--- src/rtl/axi4_burst_master.sv ---
// axi4_burst_master: one-command-at-a-time AXI4 burst master (AR/R or AW/W/B) with stream-side data ports.
// Define AXI_BURST_MASTER_TIMEOUT_EN to add a 16-bit watchdog that aborts a stalled transaction.
module axi4_burst_master #(
    parameter int AW = 32,
    parameter int DW = 32,
    parameter int SW = DW / 8,
    parameter int IW = 1,
    parameter int LW = 8
) (
    input  logic          ACLK,
    input  logic          ARESET,
    input  logic          cmd_valid,
    output logic          cmd_ready,
    input  logic          cmd_we,
    input  logic [AW-1:0] cmd_addr,
    input  logic [LW-1:0] cmd_len,
    input  logic          wd_valid,
    output logic          wd_ready,
    input  logic [DW-1:0] wd_data,
    input  logic [SW-1:0] wd_strb,
    output logic          rd_valid,
    input  logic          rd_ready,
    output logic [DW-1:0] rd_data,
    output logic          rd_last,
    output logic          sts_valid,
    output logic [1:0]    sts_resp,
    output logic          sts_err,
    output logic [IW-1:0] ARID,
    output logic [AW-1:0] ARADDR,
    output logic [LW-1:0] ARLEN,
    output logic [2:0]    ARSIZE,
    output logic [1:0]    ARBURST,
    output logic          ARVALID,
    input  logic          ARREADY,
    input  logic [IW-1:0] RID,
    input  logic [DW-1:0] RDATA,
    input  logic [1:0]    RRESP,
    input  logic          RLAST,
    input  logic          RVALID,
    output logic          RREADY,
    output logic [IW-1:0] AWID,
    output logic [AW-1:0] AWADDR,
    output logic [LW-1:0] AWLEN,
    output logic [2:0]    AWSIZE,
    output logic [1:0]    AWBURST,
    output logic          AWVALID,
    input  logic          AWREADY,
    output logic [DW-1:0] WDATA,
    output logic [SW-1:0] WSTRB,
    output logic          WLAST,
    output logic          WVALID,
    input  logic          WREADY,
    input  logic [IW-1:0] BID,
    input  logic [1:0]    BRESP,
    input  logic          BVALID,
    output logic          BREADY
);
    typedef enum logic [2:0] {IDLE, RD_A, RD_D, WR_A, WR_B, STS} state_t;
    state_t state_q, state_d;
    logic [AW-1:0] addr_q, addr_d;
    logic [LW-1:0] len_q, len_d;
    logic [LW:0] cnt_q, cnt_d;
    logic [1:0] resp_q, resp_d;
    logic err_q, err_d, aw_done_q, aw_done_d, w_done_q, w_done_d, last;
`ifdef AXI_BURST_MASTER_TIMEOUT_EN
    logic [15:0] wdt_q, wdt_d;
    logic hs;
`endif

    // Severity rank: EXOKAY < OKAY < SLVERR < DECERR
    function automatic logic [1:0] rank(input logic [1:0] r);
        return r == 2'b01 ? 2'd0 : r == 2'b00 ? 2'd1 : r;
    endfunction

    assign ARID    = '0;
    assign AWID    = '0;
    assign ARADDR  = addr_q;
    assign AWADDR  = addr_q;
    assign ARLEN   = len_q;
    assign AWLEN   = len_q;
    assign ARSIZE  = 3'($clog2(SW));
    assign AWSIZE  = 3'($clog2(SW));
    assign ARBURST = 2'b01;
    assign AWBURST = 2'b01;
    assign WDATA   = wd_data;
    assign rd_data = RDATA;
    assign sts_resp = resp_q;

    always_comb begin
        state_d   = state_q;
        addr_d    = addr_q;
        len_d     = len_q;
        cnt_d     = cnt_q;
        resp_d    = resp_q;
        err_d     = err_q;
        aw_done_d = aw_done_q;
        w_done_d  = w_done_q;
        last      = cnt_q == {1'b0, len_q};
        cmd_ready = state_q == IDLE && !ARESET;
        ARVALID   = state_q == RD_A;
        RREADY    = state_q == RD_D && rd_ready;
        rd_valid  = state_q == RD_D && RVALID;
        rd_last   = state_q == RD_D && RLAST;
        AWVALID   = state_q == WR_A && !aw_done_q;
        WVALID    = state_q == WR_A && !w_done_q && wd_valid;
        wd_ready  = state_q == WR_A && !w_done_q && WREADY;
        WLAST     = state_q == WR_A && !w_done_q && last;
        WSTRB     = state_q == WR_A ? wd_strb : '1;
        BREADY    = state_q == WR_B;
        sts_valid = state_q == STS;
        sts_err   = state_q == STS && err_q;
        case (state_q)
            IDLE: if (cmd_valid) begin
                addr_d    = cmd_addr;
                len_d     = cmd_len;
                cnt_d     = '0;
                resp_d    = 2'b01;
                err_d     = 1'b0;
                aw_done_d = 1'b0;
                w_done_d  = 1'b0;
                state_d   = cmd_we ? WR_A : RD_A;
            end
            RD_A: if (ARREADY) state_d = RD_D;
            RD_D: if (RVALID && rd_ready) begin
                resp_d = rank(RRESP) > rank(resp_q) ? RRESP : resp_q;
                err_d  = err_q | (RLAST != last) | (RID != '0);
                cnt_d  = cnt_q + 1'b1;
                state_d = last ? STS : RD_D;
            end
            WR_A: begin
                aw_done_d = aw_done_q | (AWVALID && AWREADY);
                if (WVALID && WREADY) begin
                    cnt_d    = cnt_q + 1'b1;
                    w_done_d = last;
                end
                state_d = aw_done_d && w_done_d ? WR_B : WR_A;
            end
            WR_B: if (BVALID) begin
                resp_d  = BRESP;
                err_d   = err_q | (BID != '0);
                state_d = STS;
            end
            default: state_d = IDLE;
        endcase
`ifdef AXI_BURST_MASTER_TIMEOUT_EN
        hs = (ARVALID && ARREADY) || (RVALID && RREADY) || (AWVALID && AWREADY) ||
             (WVALID && WREADY) || (BVALID && BREADY);
        wdt_d = 16'hFFFF;
        if (state_q inside {RD_A, RD_D, WR_A, WR_B}) begin
            wdt_d = hs ? 16'hFFFF : wdt_q - 1'b1;
            if (wdt_q == '0) begin
                ARVALID  = 1'b0;
                RREADY   = 1'b0;
                rd_valid = 1'b0;
                rd_last  = 1'b0;
                AWVALID  = 1'b0;
                WVALID   = 1'b0;
                wd_ready = 1'b0;
                WLAST    = 1'b0;
                BREADY   = 1'b0;
                err_d    = 1'b1;
                resp_d   = 2'b10;
                state_d  = STS;
            end
        end
`endif
    end

    always_ff @(posedge ACLK or posedge ARESET) begin
        if (ARESET) begin
            state_q   <= IDLE;
            addr_q    <= '0;
            len_q     <= '0;
            cnt_q     <= '0;
            resp_q    <= '0;
            err_q     <= 1'b0;
            aw_done_q <= 1'b0;
            w_done_q  <= 1'b0;
`ifdef AXI_BURST_MASTER_TIMEOUT_EN
            wdt_q     <= 16'hFFFF;
`endif
        end else begin
            state_q   <= state_d;
            addr_q    <= addr_d;
            len_q     <= len_d;
            cnt_q     <= cnt_d;
            resp_q    <= resp_d;
            err_q     <= err_d;
            aw_done_q <= aw_done_d;
            w_done_q  <= w_done_d;
`ifdef AXI_BURST_MASTER_TIMEOUT_EN
            wdt_q     <= wdt_d;
`endif
        end
    end
endmodule
--- config.mk ---
export PLATFORM = sky130hd
export DESIGN_NAME = axi4_burst_master
export DESIGN_NICKNAME = d
export VERILOG_FILES = /design/src/rtl/axi4_burst_master.sv
export SDC_FILE = /design/constraint.sdc
export NUM_CORES = 1
export LEC_CHECK = 0
export ABC_AREA = 0
export BUFFER_PORTS_ARGS = -buffer_cell sky130_fd_sc_hd__buf_4
export CAP_MARGIN = 10
export CELL_PAD_IN_SITES_DETAIL_PLACEMENT = 1
export CELL_PAD_IN_SITES_GLOBAL_PLACEMENT = 1
export CORE_MARGIN = 4
export CORE_UTILIZATION = 29
export DETAILED_ROUTE_END_ITERATION = 8
export GPL_TIMING_DRIVEN = 1
export PLACE_DENSITY_LB_ADDON = 0.1
export SYNTH_ARGS = -nofsm -noshare
export SYNTH_HDL_FRONTEND = slang
export SYNTH_SLANG_ARGS = --single-unit
--- constraint.sdc ---
create_clock -name ACLK -period 4.1 [get_ports ACLK]
set_input_delay 0.41 -clock ACLK [delete_from_list [all_inputs] [get_ports ACLK]]
set_output_delay 0.41 -clock ACLK [all_outputs]
set_load 0.05 [all_outputs]
# After elaboration in Yosys (flattened, before gate mapping)
# Cells that the tools add are included.
[op_classes]
add_sub_neg = 1
n_lt_le_gt_ge = 1
n_eq_ne = 15
n_mux = 30
n_bitwise = 4
n_reduce_logical = 29
[op_table]
columns = ["cell", "n"]
rows = [
  ["9-bit two-way mux", 3],
  ["9-bit case mux with 3 select lines", 1],
  ["2-bit two-way mux", 9],
  ["3-bit two-way mux", 6],
  ["3-bit case mux with 5 select lines", 1],
  ["1-bit logical AND", 14],
  ["4-bit AND reduction", 3],
  ["9-bit by 1-bit adder with 9-bit output (second input constant)", 1],
  ["9-bit by 8-bit == test with 1-bit output", 1],
  ["2-bit by 1-bit != test with 1-bit output (second input constant)", 4],
  ["3-bit by 2-bit == test with 1-bit output (second input constant)", 2],
  ["3-bit == test (second input constant)", 2],
  ["2-bit case mux with 3 select lines", 1],
  ["3-bit nonzero test", 2],
  ["1-bit two-way mux", 5],
  ["5-bit AND reduction", 1],
  ["2-bit by 1-bit == test with 1-bit output (second input constant)", 2],
  ["2-bit logical NOT", 2],
  ["4-bit two-way mux", 1],
  ["2-bit != test (second input constant)", 2],
  ["1-bit bitwise OR", 4],
  ["1-bit case mux with 2 select lines", 2],
  ["2-bit AND reduction", 2],
  ["3-bit by 1-bit == test with 1-bit output (second input constant)", 1],
  ["6 further kinds", 8],
]
[word_totals]
register_bits = 57
inputBits = 126

# Longest topological paths before layout
# Gate-level depths: netlist of the first run.
[depth]
ltp_word = 9
mapped_depth = 8
mapped_depth_nobuf = 8

# Worst setup path after synthesis of the first run
# OpenSTA, ideal clock, no wires.
[synth_timing]
path_kind = "reg-to-output"
from = "register len_q[4] (netlist: ARLEN[4])"
to = "output WLAST"
arrival_ns = 2.604
required_ns = 3.690
slack_ns = 1.086
stages_incl_launch_ff = 6
path_buffers = 1
path_cell_list = "dfrtp_1 -> xnor2_1 -> nand3_1 -> or4_4 -> buf_6 -> nor3_1"
[synth_via]
elab_chain_cells = 2
[synth_lines]
columns = ["item", "line_no", "rtl"]
rows = [
  ["start: declaration", "61", "logic [LW-1:0] len_q, len_d;"],
  ["start signal: assignment", "185", "len_q <= len_d;"],
  ["9-bit by 8-bit == test with 1-bit output", "98", "last = cnt_q == {1'b0, len_q};"],
  ["1-bit logical AND", "107", "WLAST = state_q == WR_A && !w_done_q && last;"],
  ["end: declaration", "50", "output logic WLAST,"],
]
# Every way passes these cells.

# Final worst setup path of the first run
[layout_timing]
from = "register state_q[1]"
to = "output wd_ready"
[layout_via]
elab_chain_cells = 3
[layout_lines]
columns = ["item", "line_no", "rtl"]
rows = [
  ["start: declaration", "59", "state_t state_q, state_d;"],
  ["start signal: assignment", "183", "state_q <= state_d;"],
  ["3-bit by 2-bit == test with 1-bit output", "106", "wd_ready = state_q == WR_A && !w_done_q && WREADY;"],
  ["1-bit logical AND (2 in series)", "106", ""],
  ["end: declaration", "18", "output logic wd_ready,"],
]
# Every way passes these cells.

==> flow_summary_export.csv, run 1 <==
group,metric,value,unit
status,status,"completed",
synthesis,syn_avg_cell_area,10.1,µm²
pwr,combPwrFrac,62.4,%
pwr,power_density,1070,nW/µm²
finish,mostFrequentLayoutCells,"buf_4 (162), dfrtp_1 (57), mux2_2 (39)",
synthesis,synth_edf_count,0,
sta,fin_ws,1460,ps
floorplanning,fp.dieH,121,µm
synthesis,yosys.area.top_type,"dfrtp_1",
synthesis,synth_seq_area_share,38.7,%
sta,finalMaxSlewViolations,0,
setup_path,critPathCapture,"wd_ready",
finish,diodes,0,
run,drv_cap,0,
finish,nFillCells,1413,
drt,drt_iter0_markers,103,
synthesis,yosys_warnings,0,
setup_path,critPathMaxStageDelay,700,ps
pwr,switching_power,2.61,mW
floorplanning,rows,40,
synthesis,synth_ff_type,"dfrtp_1",
setup_path,worstPathMaxFanout,12,
drt,routed_via_density,4.49,
global_routing,grt_pass1_vias,2917,
setup_path,start_kind,"register",
clocking,cts_setup_buffers,0,
worst_hold_path,hold_class,"in -> async",
setup_path,cp-end-kind,"primary output",
setup_path,crit_start,"state_q[1]$_DFFE_PP0P_",
setup_path,cp_slowest_cell,"nor3_1",
clocking,cts_buffer_depth,2,
synthesis,synth.area.top_cells,"dfrtp_1 (39%), buf_4 (24%), mux2_2 (12%)",
finish,syn_to_final_growth,23.3,%
pwr,p_leak,2.22,nW
pwr,switching_share,53.6,%
sta,clock_skew,6.62,ps
setup_path,arrival,2230,ps
sta,hold_viol,0,
setup_path,required,3690,ps
placed_design,dp_worst_setup_slack,1810,ps
finish,finalNonFillerCells,594,
drt,drc,0,
global_routing,overflow,0,
sta,fin_tns_setup,0,ps
placed_design,post-dp-hpwl,7760,µm
setup_path,reg2regPathDepth,5,
synthesis,syn_area,3680,µm²
finish,seqCellArea,1430,µm²
clocking,root_buffer,"clkbuf_16",
global_routing,track_usage,13.7,%
drt,routed_wirelength,9950,µm
floorplanning,dieArea,14600,µm²
finish,drive_gt1_share,52.1,%
drt,routedWlPerCell,16.7,µm
sta,fmax,378,MHz
pwr,p_int,2.26,mW
floorplanning,core-area,12200,µm²
pwr,p_clk_share,15.9,%
drt,vias,2669,
clocking,cts.sinks,57,
setup_path,path_cells,"inv_2, nor3_1, and3_1, buf_4",
sta,period_needed,2640,ps
sta,worst_slew_pin_slew,812,ps
synthesis,async_flop_share,100,%
sta,slew_headroom,45.5,%
drt,antenna_left,0,
global_routing,grt_pass1_wl,15500,µm
floorplanning,start_util,30.2,%
clocking,cts_buffers,9,
synthesis,yosysTopAreaCellShare,38.7,%
drt,drt-pass1-iter-count,4,
placed_design,place.port_buffers,159,
placed_design,numPlacedInstances,578,
synthesis,synth_cell_type_count,49,
clocking,cts_max_level,3,
floorplanning,ioPinCount,300,
clocking,cts_tree,"yes",
sta,fin_crit_sh,64.5,%
global_routing,antenna_found_initial,0,
clocking,insertion_delay,330,ps
floorplanning,die_w,121,µm
synthesis,synth-seq-cells,57,
finish,final_common_cell,"buf_4",
sta,rsz0062_at_grt,"no",
clocking,ctsResizeCount,0,
pwr,vdd_ir_drop_max,0.564,mV
setup_path,timing.rr.end,"state_q[1]$_DFFE_PP0P_",
placed_design,place.gp.congestion,0.747,
clocking,hold_buffers,0,
finish,nets,554,
finish,fin_util,37.2,%
global_routing,grt_max_degree,32,
clocking,path_clk_slew,50,ps
sta,setup_viol,0,
synthesis,syn_inst,364,
setup_path,worst-setup-path-type,"reg -> out",
pwr,p_seq_share,21.7,%
setup_path,r2r-start,"state_q[1]$_DFFE_PP0P_",
setup_path,ff2ff_setup_slack,1750,ps
finish,multi_input_area,1340,µm²
state kept, by name (all words and copies together), names as in the netlist:
name       cells
ARLEN          8
w_done_q       1
err_q          1
aw_done_q      1
state_q        3
cnt_q          9
sts_resp       2
ARADDR        32
cell usage after synthesis, drive strengths merged (7+ instances only):
cell,n
xor2,8
o21ai,7
and3,7
xnor2,7
inv,11
nand3,7
ha,7
dfrtp,57
nand2,12
mux2,40
a21oi,8
nor2,18
buf,120
area by class of cell:
cell class                 instances  area share (%)
clock buffer                      14            6.03
clock inverter                     2           0.771
inverter                          11           0.909
multi-input combinational        180            29.5
sequential                        57            31.4
tap                              168            4.63
timing repair buffer             162            26.8
critical path, delay by kind of cell (launching register included):
kind | cells | cell delay, ps
DFF | 1 | 580
buffers and inverters | 2 | 360
and+or+nand+nor | 2 | 960
logic make-up after synthesis:
family	synth area share [%]
buffers and inverters	26.1
and+or+nand+nor	10.7
DFF	38.7
muxes	13.0
AOI/OAI and AO/OA	5.30
xor gates and xnor gates	3.57
adders and majority gates	2.38
other	0.204
through the flow:
stage | hold slack (ps) | power, mW | instance area (µm²)
finish | 178 | 4.88 | 4540
detailed placement | 515 | 4.15 | 4240
CTS | 200 | 4.96 | 4540
global route | 237 | 5.14 | 4540
floorplan | 503 | 3.64 | 3720
global placement | 499 | 4.13 | 4240
worst min-delay path by stage:
stage	cells after the start	slack, ps	start	endpoint
5_1_grt	2	240	ARESET	err_q$_DFFE_PP0P_
3_5_place_dp	1	510	ARADDR[10]$_DFFE_PP0P_	ARADDR[10]$_DFFE_PP0P_
4_1_cts	2	200	ARESET	err_q$_DFFE_PP0P_
6_report	2	180	ARESET	ARADDR[21]$_DFFE_PP0P_
2_1_floorplan	2	500	aw_done_q$_DFFE_PP0P_	aw_done_q$_DFFE_PP0P_
3_3_place_gp	1	500	ARADDR[10]$_DFFE_PP0P_	ARADDR[10]$_DFFE_PP0P_
metal layers:
layer  vias up  wire length (µm)  GRT usage (%)
met5         -                 0              0
met4         0               241           6.73
li1       1210                 -              -
met2       144              4630           21.1
met3        32              1180           6.03
met1      1283              3900           16.2
power by group through the flow:
stage | clock (mW) | sequential, mW | combinational [mW]
4_1_cts | 0.804 | 1.07 | 3.08
6_report | 0.776 | 1.06 | 3.05
3_3_place_gp | 0 | 1.06 | 3.07
3_5_place_dp | 0 | 1.07 | 3.08
5_1_grt | 0.826 | 1.12 | 3.20
2_1_floorplan | 0 | 1.74 | 1.90
(Power assumes the default switching activity.)
==> inputs of run 2 (changes only) <==
--- a/config.mk
+++ b/config.mk
@@ -11,7 +11,7 @@
 export CELL_PAD_IN_SITES_DETAIL_PLACEMENT = 1
 export CELL_PAD_IN_SITES_GLOBAL_PLACEMENT = 1
 export CORE_MARGIN = 4
-export CORE_UTILIZATION = 29
+export CORE_UTILIZATION = 27
 export DETAILED_ROUTE_END_ITERATION = 8
 export GPL_TIMING_DRIVEN = 1
 export PLACE_DENSITY_LB_ADDON = 0.1
==> constraint.sdc (replaced) <==
create_clock -name ACLK -period 2.5 [get_ports ACLK]
set_input_delay 0.25 -clock ACLK [delete_from_list [all_inputs] [get_ports ACLK]]
set_output_delay 0.25 -clock ACLK [all_outputs]
set_load 0.05 [all_outputs]
==> run 2 against run 1 <==
Effect of this change:
- final area is 0.99% higher
- clock-buffer cell count shrank 4
- worst hold slack got worse by 44 ps
- utilization down 2.7 points
- first-iteration DRC count fell by 41%
- sequential cell count did not move
- die area rose by 6.9%
- via count down 0.45%
- clock power increased by 56%
- largest cell class unchanged
==> flow_summary_export.csv, run 2 (same netlist as run 1, synthesis figures left out) <==
group,metric,value,unit
run,drv_cap,0,
drt,routed_via_density,4.39,
pwr,power_density,1730,nW/µm²
sta,worst_slew_pin_slew,758,ps
clocking,cts_buffer_depth,2,
setup_path,critPathMaxStageDelay,550,ps
setup_path,crit_start,"cnt_q[2]$_DFFE_PP0P_",
sta,fin_tns_setup,0,ps
global_routing,track_usage,12.2,%
clocking,root_buffer,"clkbuf_16",
setup_path,worstPathMaxFanout,7,
sta,finalMaxSlewViolations,0,
placed_design,place.port_buffers,159,
status,status,"completed",
floorplanning,start_util,27.7,%
drt,drt-pass1-iter-count,4,
setup_path,critPathTopFamily,"simple AND/OR/NAND/NOR gates",
floorplanning,core-area,13300,µm²
sta,clock_skew,5.10,ps
sta,fmax,445,MHz
sta,fin_ws,252,ps
sta,fin_crit_sh,89.9,%
finish,nFillCells,1515,
drt,drc,0,
finish,diodes,0,
setup_path,required,2250,ps
global_routing,overflow,0,
global_routing,grt_max_degree,58,
global_routing,grt_pass1_vias,2843,
setup_path,path_cells,"xnor2_1, nand3_1, or4_4, nor3_2, buf_4",
finish,final_common_cell,"buf_4",
finish,nets,557,
drt,antenna_left,0,
floorplanning,fp.dieH,125,µm
drt,drt_iter0_markers,61,
placed_design,post-dp-hpwl,7070,µm
setup_path,worst-setup-path-type,"reg -> out",
clocking,cts.sinks,57,
floorplanning,die_w,125,µm
clocking,cts_buffers,9,
placed_design,place.gp.congestion,0.772,
clocking,ctsResizeCount,0,
floorplanning,rows,42,
clocking,insertion_delay,330,ps
sta,period_needed,2250,ps
worst_hold_path,hold_class,"in -> reg",
clocking,cts_setup_buffers,0,
finish,largest_reg_flops,32,
setup_path,timing.rr.end,"sts_resp[0]$_DFFE_PP0P_",
floorplanning,ioPinCount,300,
setup_path,path_buf_inv,1,
clocking,cts_tree,"yes",
setup_path,cp_slowest_cell,"or4_4",
finish,drive_gt1_share,53.1,%
drt,routed_wirelength,9510,µm
drt,vias,2657,
placed_design,dp_worst_setup_slack,430,ps
setup_path,start_kind,"register",
setup_path,r2r-start,"sts_resp[0]$_DFFE_PP0P_",
global_routing,grt_pass1_wl,15200,µm
clocking,path_clk_slew,50,ps
setup_path,cp-end-kind,"primary output",
setup_path,crit_cells,5,
sta,setup_viol,0,
setup_path,reg2regPathDepth,8,
sta,rsz0062_at_grt,"no",
finish,mostFrequentLayoutCells,"buf_4 (164), dfrtp_1 (57), mux2_2 (39)",
finish,syn_to_final_growth,24.6,%
clocking,hold_buffers,0,
pwr,vdd_ir_drop_max,0.765,mV
clocking,cts_max_level,3,
drt,routedWlPerCell,15.7,µm
sta,hold_viol,0,
sta,slew_headroom,49.5,%
setup_path,critPathCapture,"WLAST",
setup_path,ff2ff_setup_slack,440,ps
global_routing,antenna_found_initial,0,
floorplanning,dieArea,15600,µm²
pwr,p_leak,2.23,nW
setup_path,arrival,2000,ps
run 2: changes by cell type in the layout (fill, tap and decap cells not counted):
cell	before	now
clkbuf_8	3	0
clkinv_4	0	3
nor4_1	1	0
clkbuf_1	2	1
buf_4	162	164
clkinvlp_4	0	1
buf_12	0	1
nor3_1	4	3
nor3_2	0	1
nor4_2	0	1
run 2: final cells by class:
class,count,area (µm²),area share (%)
Clock buffer,10,229,4.99
Clock inverter,6,68.8,1.50
Inverter,11,41.3,0.900
Multi-Input combinational cell,180,1350,29.5
Sequential cell,57,1430,31.1
Tap cell,176,220,4.80
Timing Repair Buffer,165,1250,27.3
run 2: metrics by stage:
| step | total power, mW | utilization, % | cells | area (µm²) | hold slack [ps] |
|---|---|---|---|---|---|
| after floorplan | 5.97 | - | 374 | 3730 | 385 |
| after global placement | 6.79 | 32.3 | 589 | 4290 | 470 |
| after detailed placement | 6.81 | 32.3 | 589 | 4290 | 475 |
| after CTS | 8.09 | 34.5 | 605 | 4590 | 119 |
| after global routing | 8.38 | 34.5 | 605 | 4590 | 131 |
| final | 7.95 | 34.5 | 605 | 4590 | 134 |
run 2: worst min path at each step:
| stage | start | end | slack (ps) | depth (start not counted) |
|---|---|---|---|---|
| floorplan | cmd_addr[10] | ARADDR[10]$_DFFE_PP0P_ | 380 | 1 |
| global placement | cmd_addr[10] | ARADDR[10]$_DFFE_PP0P_ | 470 | 2 |
| detailed placement | cmd_addr[10] | ARADDR[10]$_DFFE_PP0P_ | 470 | 2 |
| CTS | cmd_addr[10] | ARADDR[10]$_DFFE_PP0P_ | 120 | 2 |
| global route | cmd_addr[10] | ARADDR[10]$_DFFE_PP0P_ | 130 | 2 |
| finish | cmd_addr[10] | ARADDR[10]$_DFFE_PP0P_ | 130 | 2 |
run 2: where the power goes:
part	total (mW)	switching, mW	internal (mW)
sequential	1.74	0.407	1.33
combinational	5.00	3.43	1.57
clock	1.21	0.441	0.773
run 2: routing by layer:
| layer | track usage (%) | wire, µm |
|---|---|---|
| met1 | 14.8 | 3920 |
| met2 | 19.1 | 4500 |
| met3 | 5.15 | 846 |
| met4 | 5.17 | 249 |
| met5 | 0 | 0 |
